[src/rtl/text_writer.sv]
// Text-mode writer: turns a stream of ASCII bytes into screen-RAM cell writes.
// It tracks a text cursor, handles CR/LF/BS/FF, clears a row when the cursor
// moves onto it, and clears the whole screen after reset or on FF.
module text_writer #(
    parameter int unsigned COLS = 80,
    parameter int unsigned ROWS = 40
) (
    input  logic        clock50,
    input  logic        reset_n,
    input  logic [7:0]  char_in,
    input  logic        char_valid,
    output logic        char_ready,
    output logic        wr_en,
    output logic [11:0] wr_addr,
    output logic [6:0]  wr_data,
    output logic [6:0]  cursor_col,
    output logic [5:0]  cursor_row
);

    localparam int unsigned AW        = 12;
    localparam logic [6:0]  COL_LAST  = 7'(COLS - 1);
    localparam logic [5:0]  ROW_LAST  = 6'(ROWS - 1);
    localparam logic [AW-1:0] CELL_LAST = AW'(COLS * ROWS - 1);

    typedef enum logic [1:0] {
        S_IDLE,
        S_WRITE,
        S_CLEAR_ROW,
        S_CLEAR_ALL
    } state_t;

    state_t          state_q, state_d;
    logic [6:0]      col_q, col_d;
    logic [5:0]      row_q, row_d;
    logic            wr_en_q, wr_en_d;
    logic [AW-1:0]   addr_q, addr_d;
    logic [6:0]      data_q, data_d;
    logic            adv_q, adv_d;      // WRITE advances the cursor (printable) or not (BS)

    logic [5:0]      next_row;
    logic [AW-1:0]   row_base;
    logic [AW-1:0]   next_row_base;
    logic [AW-1:0]   cur_addr;
    logic            printable;

    assign char_ready = (state_q == S_IDLE);
    assign wr_en      = wr_en_q;
    assign wr_addr    = addr_q;
    assign wr_data    = data_q;
    assign cursor_col = col_q;
    assign cursor_row = row_q;

    // State and output registers, synchronous active-low reset into CLEAR_ALL.
    always_ff @(posedge clock50) begin
        if (!reset_n) begin
            state_q <= S_CLEAR_ALL;
            col_q   <= '0;
            row_q   <= '0;
            wr_en_q <= 1'b0;
            addr_q  <= '0;
            data_q  <= '0;
            adv_q   <= 1'b0;
        end else begin
            state_q <= state_d;
            col_q   <= col_d;
            row_q   <= row_d;
            wr_en_q <= wr_en_d;
            addr_q  <= addr_d;
            data_q  <= data_d;
            adv_q   <= adv_d;
        end
    end

    // Next-state logic: byte decode in IDLE, cursor update and clear sequencing.
    always_comb begin
        state_d = state_q;
        col_d   = col_q;
        row_d   = row_q;
        wr_en_d = wr_en_q;
        addr_d  = addr_q;
        data_d  = data_q;
        adv_d   = adv_q;

        next_row      = (row_q == ROW_LAST) ? '0 : row_q + 6'd1;
        row_base      = AW'(row_q) * AW'(COLS);
        next_row_base = AW'(next_row) * AW'(COLS);
        cur_addr      = row_base + AW'(col_q);
        printable     = (char_in >= 8'h20) && (char_in <= 8'h7E);

        case (state_q)
            S_IDLE: begin
                if (char_valid) begin
                    if (printable) begin
                        state_d = S_WRITE;
                        wr_en_d = 1'b1;
                        addr_d  = cur_addr;
                        data_d  = 7'(char_in - 8'h20);
                        adv_d   = 1'b1;
                    end else begin
                        case (char_in)
                            8'h0A: begin
                                col_d   = '0;
                                row_d   = next_row;
                                state_d = S_CLEAR_ROW;
                                wr_en_d = 1'b1;
                                addr_d  = next_row_base;
                                data_d  = '0;
                            end
                            8'h0D: begin
                                col_d = '0;
                            end
                            8'h08: begin
                                if (col_q != '0) begin
                                    col_d   = col_q - 7'd1;
                                    state_d = S_WRITE;
                                    wr_en_d = 1'b1;
                                    addr_d  = cur_addr - AW'(1);
                                    data_d  = '0;
                                    adv_d   = 1'b0;
                                end
                            end
                            8'h0C: begin
                                col_d   = '0;
                                row_d   = '0;
                                state_d = S_CLEAR_ALL;
                                wr_en_d = 1'b1;
                                addr_d  = '0;
                                data_d  = '0;
                            end
                            default: ;
                        endcase
                    end
                end
            end

            S_WRITE: begin
                wr_en_d = 1'b0;
                state_d = S_IDLE;
                if (adv_q) begin
                    if (col_q == COL_LAST) begin
                        // Wrap goes straight into the row clear without a gap cycle.
                        col_d   = '0;
                        row_d   = next_row;
                        state_d = S_CLEAR_ROW;
                        wr_en_d = 1'b1;
                        addr_d  = next_row_base;
                        data_d  = '0;
                    end else begin
                        col_d = col_q + 7'd1;
                    end
                end
            end

            S_CLEAR_ROW: begin
                if (addr_q == row_base + AW'(COL_LAST)) begin
                    wr_en_d = 1'b0;
                    state_d = S_IDLE;
                end else begin
                    addr_d = addr_q + AW'(1);
                end
            end

            S_CLEAR_ALL: begin
                if (!wr_en_q) begin
                    // Only reached right after reset: start the sweep at cell 0.
                    wr_en_d = 1'b1;
                    addr_d  = '0;
                    data_d  = '0;
                end else if (addr_q == CELL_LAST) begin
                    wr_en_d = 1'b0;
                    state_d = S_IDLE;
                end else begin
                    addr_d = addr_q + AW'(1);
                end
            end

            default: state_d = S_IDLE;
        endcase
    end

endmodule

[config.mk]
export PLATFORM = sky130hd
export DESIGN_NAME = text_writer
export DESIGN_NICKNAME = d
export VERILOG_FILES = /design/src/rtl/text_writer.sv
export SDC_FILE = /design/constraint.sdc
export NUM_CORES = 1
export LEC_CHECK = 0
export BUFFER_PORTS_ARGS = -buffer_cell sky130_fd_sc_hd__buf_2
export CORE_ASPECT_RATIO = 2
export CORE_MARGIN = 2
export CORE_UTILIZATION = 60
export CTS_BUF_LIST = sky130_fd_sc_hd__clkbuf_4
export CTS_CLUSTER_DIAMETER = 100
export CTS_CLUSTER_SIZE = 14
export DETAILED_ROUTE_END_ITERATION = 8
export PLACE_DENSITY = 0.87
export SYNTH_ARGS = -nofsm -noshare
export SYNTH_HDL_FRONTEND = slang
export SYNTH_SLANG_ARGS = --single-unit
[constraint.sdc]
create_clock -name clock50 -period 3.9 [get_ports clock50]
set_input_delay 0.39 -clock clock50 [delete_from_list [all_inputs] [get_ports clock50]]
set_output_delay 0.39 -clock clock50 [all_outputs]
set_load 0.01 [all_outputs]
# == Yosys cells after proc, flatten, opt, wreduce, memory -nomap -nowiden ==
# Cells that the tools add are included.
# totals
ff_bits,36
input_bits,11
output_inout_bits,34
elab_cells,117
# op_classes
add_sub_neg,8
multipliers,2
order_cmp,2
n_eq_ne,27
muxes,55
reduce_logical,16
# op_table
cell,n
two-way mux 12 bit,8
two-way mux 7 bit,11
case mux 12 bit (4 select lines),1
case mux 7 bit (2 select lines),3
case mux 12 bit (3 select lines),1
equality test 8 x 4 -> 1 bit (second input constant),4
two-way mux 6 bit,5
case mux 6 bit (2 select lines),2
case mux 7 bit (3 select lines),1
inequality test 2 bit (second input constant),9
AND reduction 6 bit,3
multiplier 6 x 3 -> 8 bit (second input constant),2
two-way mux 2 bit,8
AND reduction 7 bit,2
adder 12 x 1 -> 12 bit (second input constant),1
adder 12 x 7 -> 12 bit,1
adder 12 x 7 -> 12 bit (second input constant),1
equality test 12 bit,1
equality test 12 bit (second input constant),1
subtractor 12 x 1 -> 12 bit (second input constant),1
two-way mux 1 bit,11
>= comparator 8 x 6 -> 1 bit (second input constant),1
less-or-equal comparator 8 x 7 -> 1 bit (second input constant),1
case mux 2 bit (4 select lines),1
other kinds (25),30

# == Logic depth before layout (Yosys ltp) ==
# depth
depth_word,8
depth_mapped,16

# == Worst setup path after synthesis ==
# Ideal clock, no wire load.
# synth_path
path_kind,reg-to-reg
start,"reg row_q[3], in the netlist cursor_row[3]"
end,"reg addr_q[6], in the netlist wr_addr[6]"
setup_time_ns,0.068
arrival_ns,2.998
setup_slack_ns,0.834
path_stages_with_launch,13
cell_sequence,dfxtp_1 -> ha_1 -> ha_1 -> fa_1 -> a21o_1 -> a21oi_1 -> xnor3_1 -> xor2_1 -> a31o_4 -> a22oi_4 -> buf_6 -> o211ai_2 -> a21oi_2
# synth_between
elab_chain_cells,7
word_cells_on_any_way,14
classes_between,add/sub (1); mul (2); eq/ne (3); mux (7); reduce/logical (1)
# synth_rtl
element,line,rtl
from (decl),34,"logic [5:0] row_q, row_d;"
from (signal assigned),66,row_q <= row_d;
branches (longest 7 deep; another with adder 12 x 7 -> 12 bit),-,
to (signal assigned),68,addr_q <= addr_d;
to (decl),36,"logic [AW-1:0] addr_q, addr_d;"
# Several ways; the timed one is not identified. The select of a mux whose other input is x is not followed.
# A chain may end at the register's enable or synchronous reset.

# == Worst setup path in the final report ==
# layout_path
start,"reg row_q[3], in the netlist cursor_row[3]"
end,"reg addr_q[9], in the netlist wr_addr[9]"
# layout_between
elab_chain_cells,8
word_cells_on_any_way,18
classes_between,add/sub (4); mul (2); eq/ne (3); mux (8); reduce/logical (1)
# layout_rtl
element,line,rtl
multiplier 6 x 3 -> 8 bit,85,row_base = AW'(row_q) * AW'(COLS);
adder 12 x 7 -> 12 bit,87,cur_addr = row_base + AW'(col_q);
subtractor 12 x 1 -> 12 bit,117,addr_d = cur_addr - AW'(1);
two-way mux 12 bit,113,if (col_q != '0) begin
case mux 12 bit (3 select lines),100,case (char_in)
two-way mux 12 bit,93,if (printable) begin
two-way mux 12 bit,92,if (char_valid) begin
case mux 12 bit (4 select lines),90,case (state_q)
# Several ways; a longest one is shown, not always the timed one. The select of a mux whose other input is x is not followed.

==> flow_metrics.py <==
metrics = {
    "pwr": {
        "total_power_mw": 0.708,
        "leakage_nw": 1.62,
        "power_density_mw_per_mm2": 185,
        "ir_worst_vdd_mv": 0.294,
    },
    "clock_tree": {
        "cts.repair_timing.setup_buffer_count": 0,
        "path_clk_slew_ns": 0.13,
        "cts_tree": "built",
        "cts_root_buf": "clkbuf_4",
        "cts_made_buffers": 5,
        "ctsResizeCount": 0,
        "ctsHoldBuffers": 0,
        "clock_latency_ns": 0.38,
        "h-tree-depth": 2,
        "clock_sinks": 36,
        "cts_buffer_depth": 2,
    },
    "placement": {
        "routabilityCongestion": 0.986,
        "dpl-instance-area_mm2": 0.00374,
        "port-buffer-count": 44,
        "pre_cts_ws_ns": 0.377,
        "dpl.hpwl_mm": 8.04,
        "placed_cells": 549,
    },
    "grt": {
        "grt_usage_pct": 34.1,
        "antenna_found_initial": 1,
        "grt_pass1_vias": 3655,
        "grt_overflow_total": 0,
        "grt_max_degree": 26,
        "grt_first_pass_wirelength_mm": 17.4,
    },
    "logic_synthesis": {
        "avgSynthCellArea_um2": 7.60,
        "synth_warnings": 0,
        "synth-seq-area-share_pct": 20.5,
        "synth_edf_count": 0,
        "async_flop_share_pct": 0,
        "syn_inst": 463,
        "syn-cell-area_mm2": 0.00352,
        "syn-num-nets": 503,
        "ys_seq_elements": 36,
        "synth.distinct_cells": 76,
        "synthFlopType": "dfxtp_1",
    },
    "route": {
        "wl_mm": 10.5,
        "drc_errors": 0,
        "num_vias": 3747,
        "drt-initial-drc-count": 284,
        "viasPerCell": 6.72,
        "dr.pass1.iters": 5,
        "postRouteAntennaNets": 0,
        "wire_per_inst_um": 18.8,
    },
    "die": {
        "die_w_um": 58.1,
        "io_pins": 45,
        "coreArea_mm2": 0.00571,
        "die_area_mm2": 0.00653,
        "start_util_pct": 61.6,
        "rows": 39,
        "die_y_um": 112,
    },
    "setup_path": {
        "critPathKind": "flop to flop",
        "cp_max_fo": 17,
        "timing.rr.end": "wr_addr[9]$_SDFFE_PN0P_",
        "cp-end-kind": "flop",
        "reg2reg_slack_ns": 0.29,
        "cp.arrival_ns": 3.90,
        "crit_path_start_kind": "flop",
        "reg2reg_depth": 11,
        "r2r-start": "cursor_row[3]$_SDFFE_PN0P_",
        "required_ns": 4.19,
    },
    "final_layout": {
        "finalNonFillerCells": 558,
        "fin_nets": 535,
        "drive_above_1_share_pct": 16.1,
        "syn_to_final_growth_pct": 8.64,
        "final_cell_area_mm2": 0.00382,
    },
    "sta": {
        "hold_violations": 0,
        "rsz0062_at_grt": "false",
        "worst_slack_ns": 0.290,
        "max_slew_margin_pct": 39.3,
        "tightest_slew_ns": 0.905,
        "fin_crit_sh_pct": 92.6,
        "min_period_ns": 3.61,
        "drv_slew": 0,
        "fin_skew_ns": 0.0223,
        "fmax_ghz": 0.277,
        "setup_viol_count_final": 0,
        "tns_ns": 0,
    },
    "worst_hold_path": {
        "hp-class": "input port to flop",
        "hold_path_end": "adv_q$_SDFFE_PN0P_",
        "min_path_cells": 3,
        "min_from": "char_valid",
    },
    "job": {
        "cap_violations": 0,
    },
    "run_status": {
        "outcome": "complete, no violations",
    },
}
-- flip-flops by register name, indices dropped and copies added (netlist names) --
name,count
cursor_row,6
cursor_col,7
adv_q,1
wr_addr,12
wr_en,1
wr_data,7
state_q,2
-- metrics by stage --
stage / hold WS (ns) / utilization, %
4_1_cts: 0.296 / 66.9
3_5_place_dp: 0.493 / 65.5
6_report: 0.318 / 67.0
2_1_floorplan: 0.458 / -
3_3_place_gp: 0.465 / 65.5
5_1_grt: 0.296 / 67.0
-- critical path, stage by stage (launching register included) --
cell	delay, ns
dfxtp_1	0.52
ha_1	0.30
ha_1	0.23
fa_1	0.43
a21o_1	0.20
a21oi_1	0.26
xnor3_1	0.28
xor2_1	0.16
a31o_4	0.25
a22oi_4	0.46
o311ai_0	0.26
a21oi_1	0.18
-- power by group --
| group | leakage, nW | internal, mW | switching, mW |
|---|---|---|---|
| clock | 0.0412 | 0.134 | 0.145 |
| combinational | 1.29 | 0.0175 | 0.0400 |
| sequential | 0.291 | 0.369 | 0.00212 |
| total | 1.62 | 0.520 | 0.187 |
-- synth_stat cells (2+ instances only) --
cell type,number,share of area [%]
a21o_1,5,1.1
and4_1,2,0.50
nor4_1,2,0.36
nand4b_1,2,0.50
nor3_1,11,1.6
and3_1,6,1.1
ha_1,26,9.2
inv_2,2,0.21
and2_1,10,1.8
inv_1,15,1.6
o21ai_1,2,0.28
fa_1,3,1.7
o22ai_1,5,0.89
o31ai_2,2,0.71
a311oi_1,2,0.50
o2111a_1,2,0.64
nor2_1,50,5.3
a211oi_2,2,0.71
clkbuf_1,15,1.6
nand3_2,3,0.85
o32ai_1,2,0.50
nand3_1,28,4.0
clkinv_1,2,0.21
dfxtp_1,36,20
a21oi_2,3,0.75
a22oi_1,4,0.85
a211oi_1,5,1.1
o221ai_1,3,0.75
nor2b_1,2,0.36
xor2_1,15,3.7
o31ai_1,4,0.85
buf_2,5,0.71
nand4_1,8,1.4
o21ai_0,25,3.6
nand2b_1,3,0.53
a31oi_1,6,1.1
or3_1,2,0.36
nand2_1,43,4.6
xnor2_1,19,4.7
a21oi_1,42,6.0
mux2i_1,4,1.1
-- cell families (layout without fill, tap and decap cells) --
family / after synthesis / count (layout) / synth area share, %
multiplexers: 4 / 4 / 1.14
other: 0 / 1 / 0
AO/OA/AOI/OAI: 137 / 137 / 27.4
buffers and inverters: 41 / 74 / 4.80
AND/OR/NAND/NOR: 179 / 179 / 25.2
flip-flops: 36 / 36 / 20.5
adder cells (fa/ha/maj): 29 / 29 / 11.0
XOR/XNOR: 37 / 37 / 10.0
-- layer usage --
metal	part of all wire (%)	track usage, %
met3	6.0	4.95
met2	52	59.2
met5	0	0
met4	5.7	21.4
met1	37	37.4
-- cell type report --
type / count / area [um2]
multi-input combinational: 386 / 2630
fill: 510 / 1890
sequential: 36 / 721
timing repair buffer: 47 / 243
tap: 61 / 76.3
inverter: 19 / 71.3
clock inverter: 3 / 42.5
clock buffer: 5 / 37.5
antenna: 1 / 2.50
-- placed cells by master, fill, tap and decap left out, types with 11 or more instances in the layout --
cell type,instances
inv_1,15
nor3_1,11
nand2_1,43
buf_2,44
nand3_1,28
xnor2_1,19
nor2_1,50
ha_1,26
xor2_1,15
a21oi_1,42
dfxtp_1,36
o21ai_0,25
-- worst max path at each step --
stage                              end                       start  depth (start not counted)  slack (ns)
2_1_floorplan  wr_addr[6]$_SDFFE_PN0P_  cursor_row[3]$_SDFFE_PN0P_                         12        0.83
3_3_place_gp   wr_addr[9]$_SDFFE_PN0P_  cursor_row[3]$_SDFFE_PN0P_                         11        0.48
3_5_place_dp   wr_addr[9]$_SDFFE_PN0P_  cursor_row[3]$_SDFFE_PN0P_                         11        0.38
4_1_cts        wr_addr[9]$_SDFFE_PN0P_  cursor_row[3]$_SDFFE_PN0P_                         11        0.34
5_1_grt        wr_addr[9]$_SDFFE_PN0P_  cursor_row[3]$_SDFFE_PN0P_                         11        0.16
6_report       wr_addr[9]$_SDFFE_PN0P_  cursor_row[3]$_SDFFE_PN0P_                         11        0.29
Power figures use the tool's default switching activity.
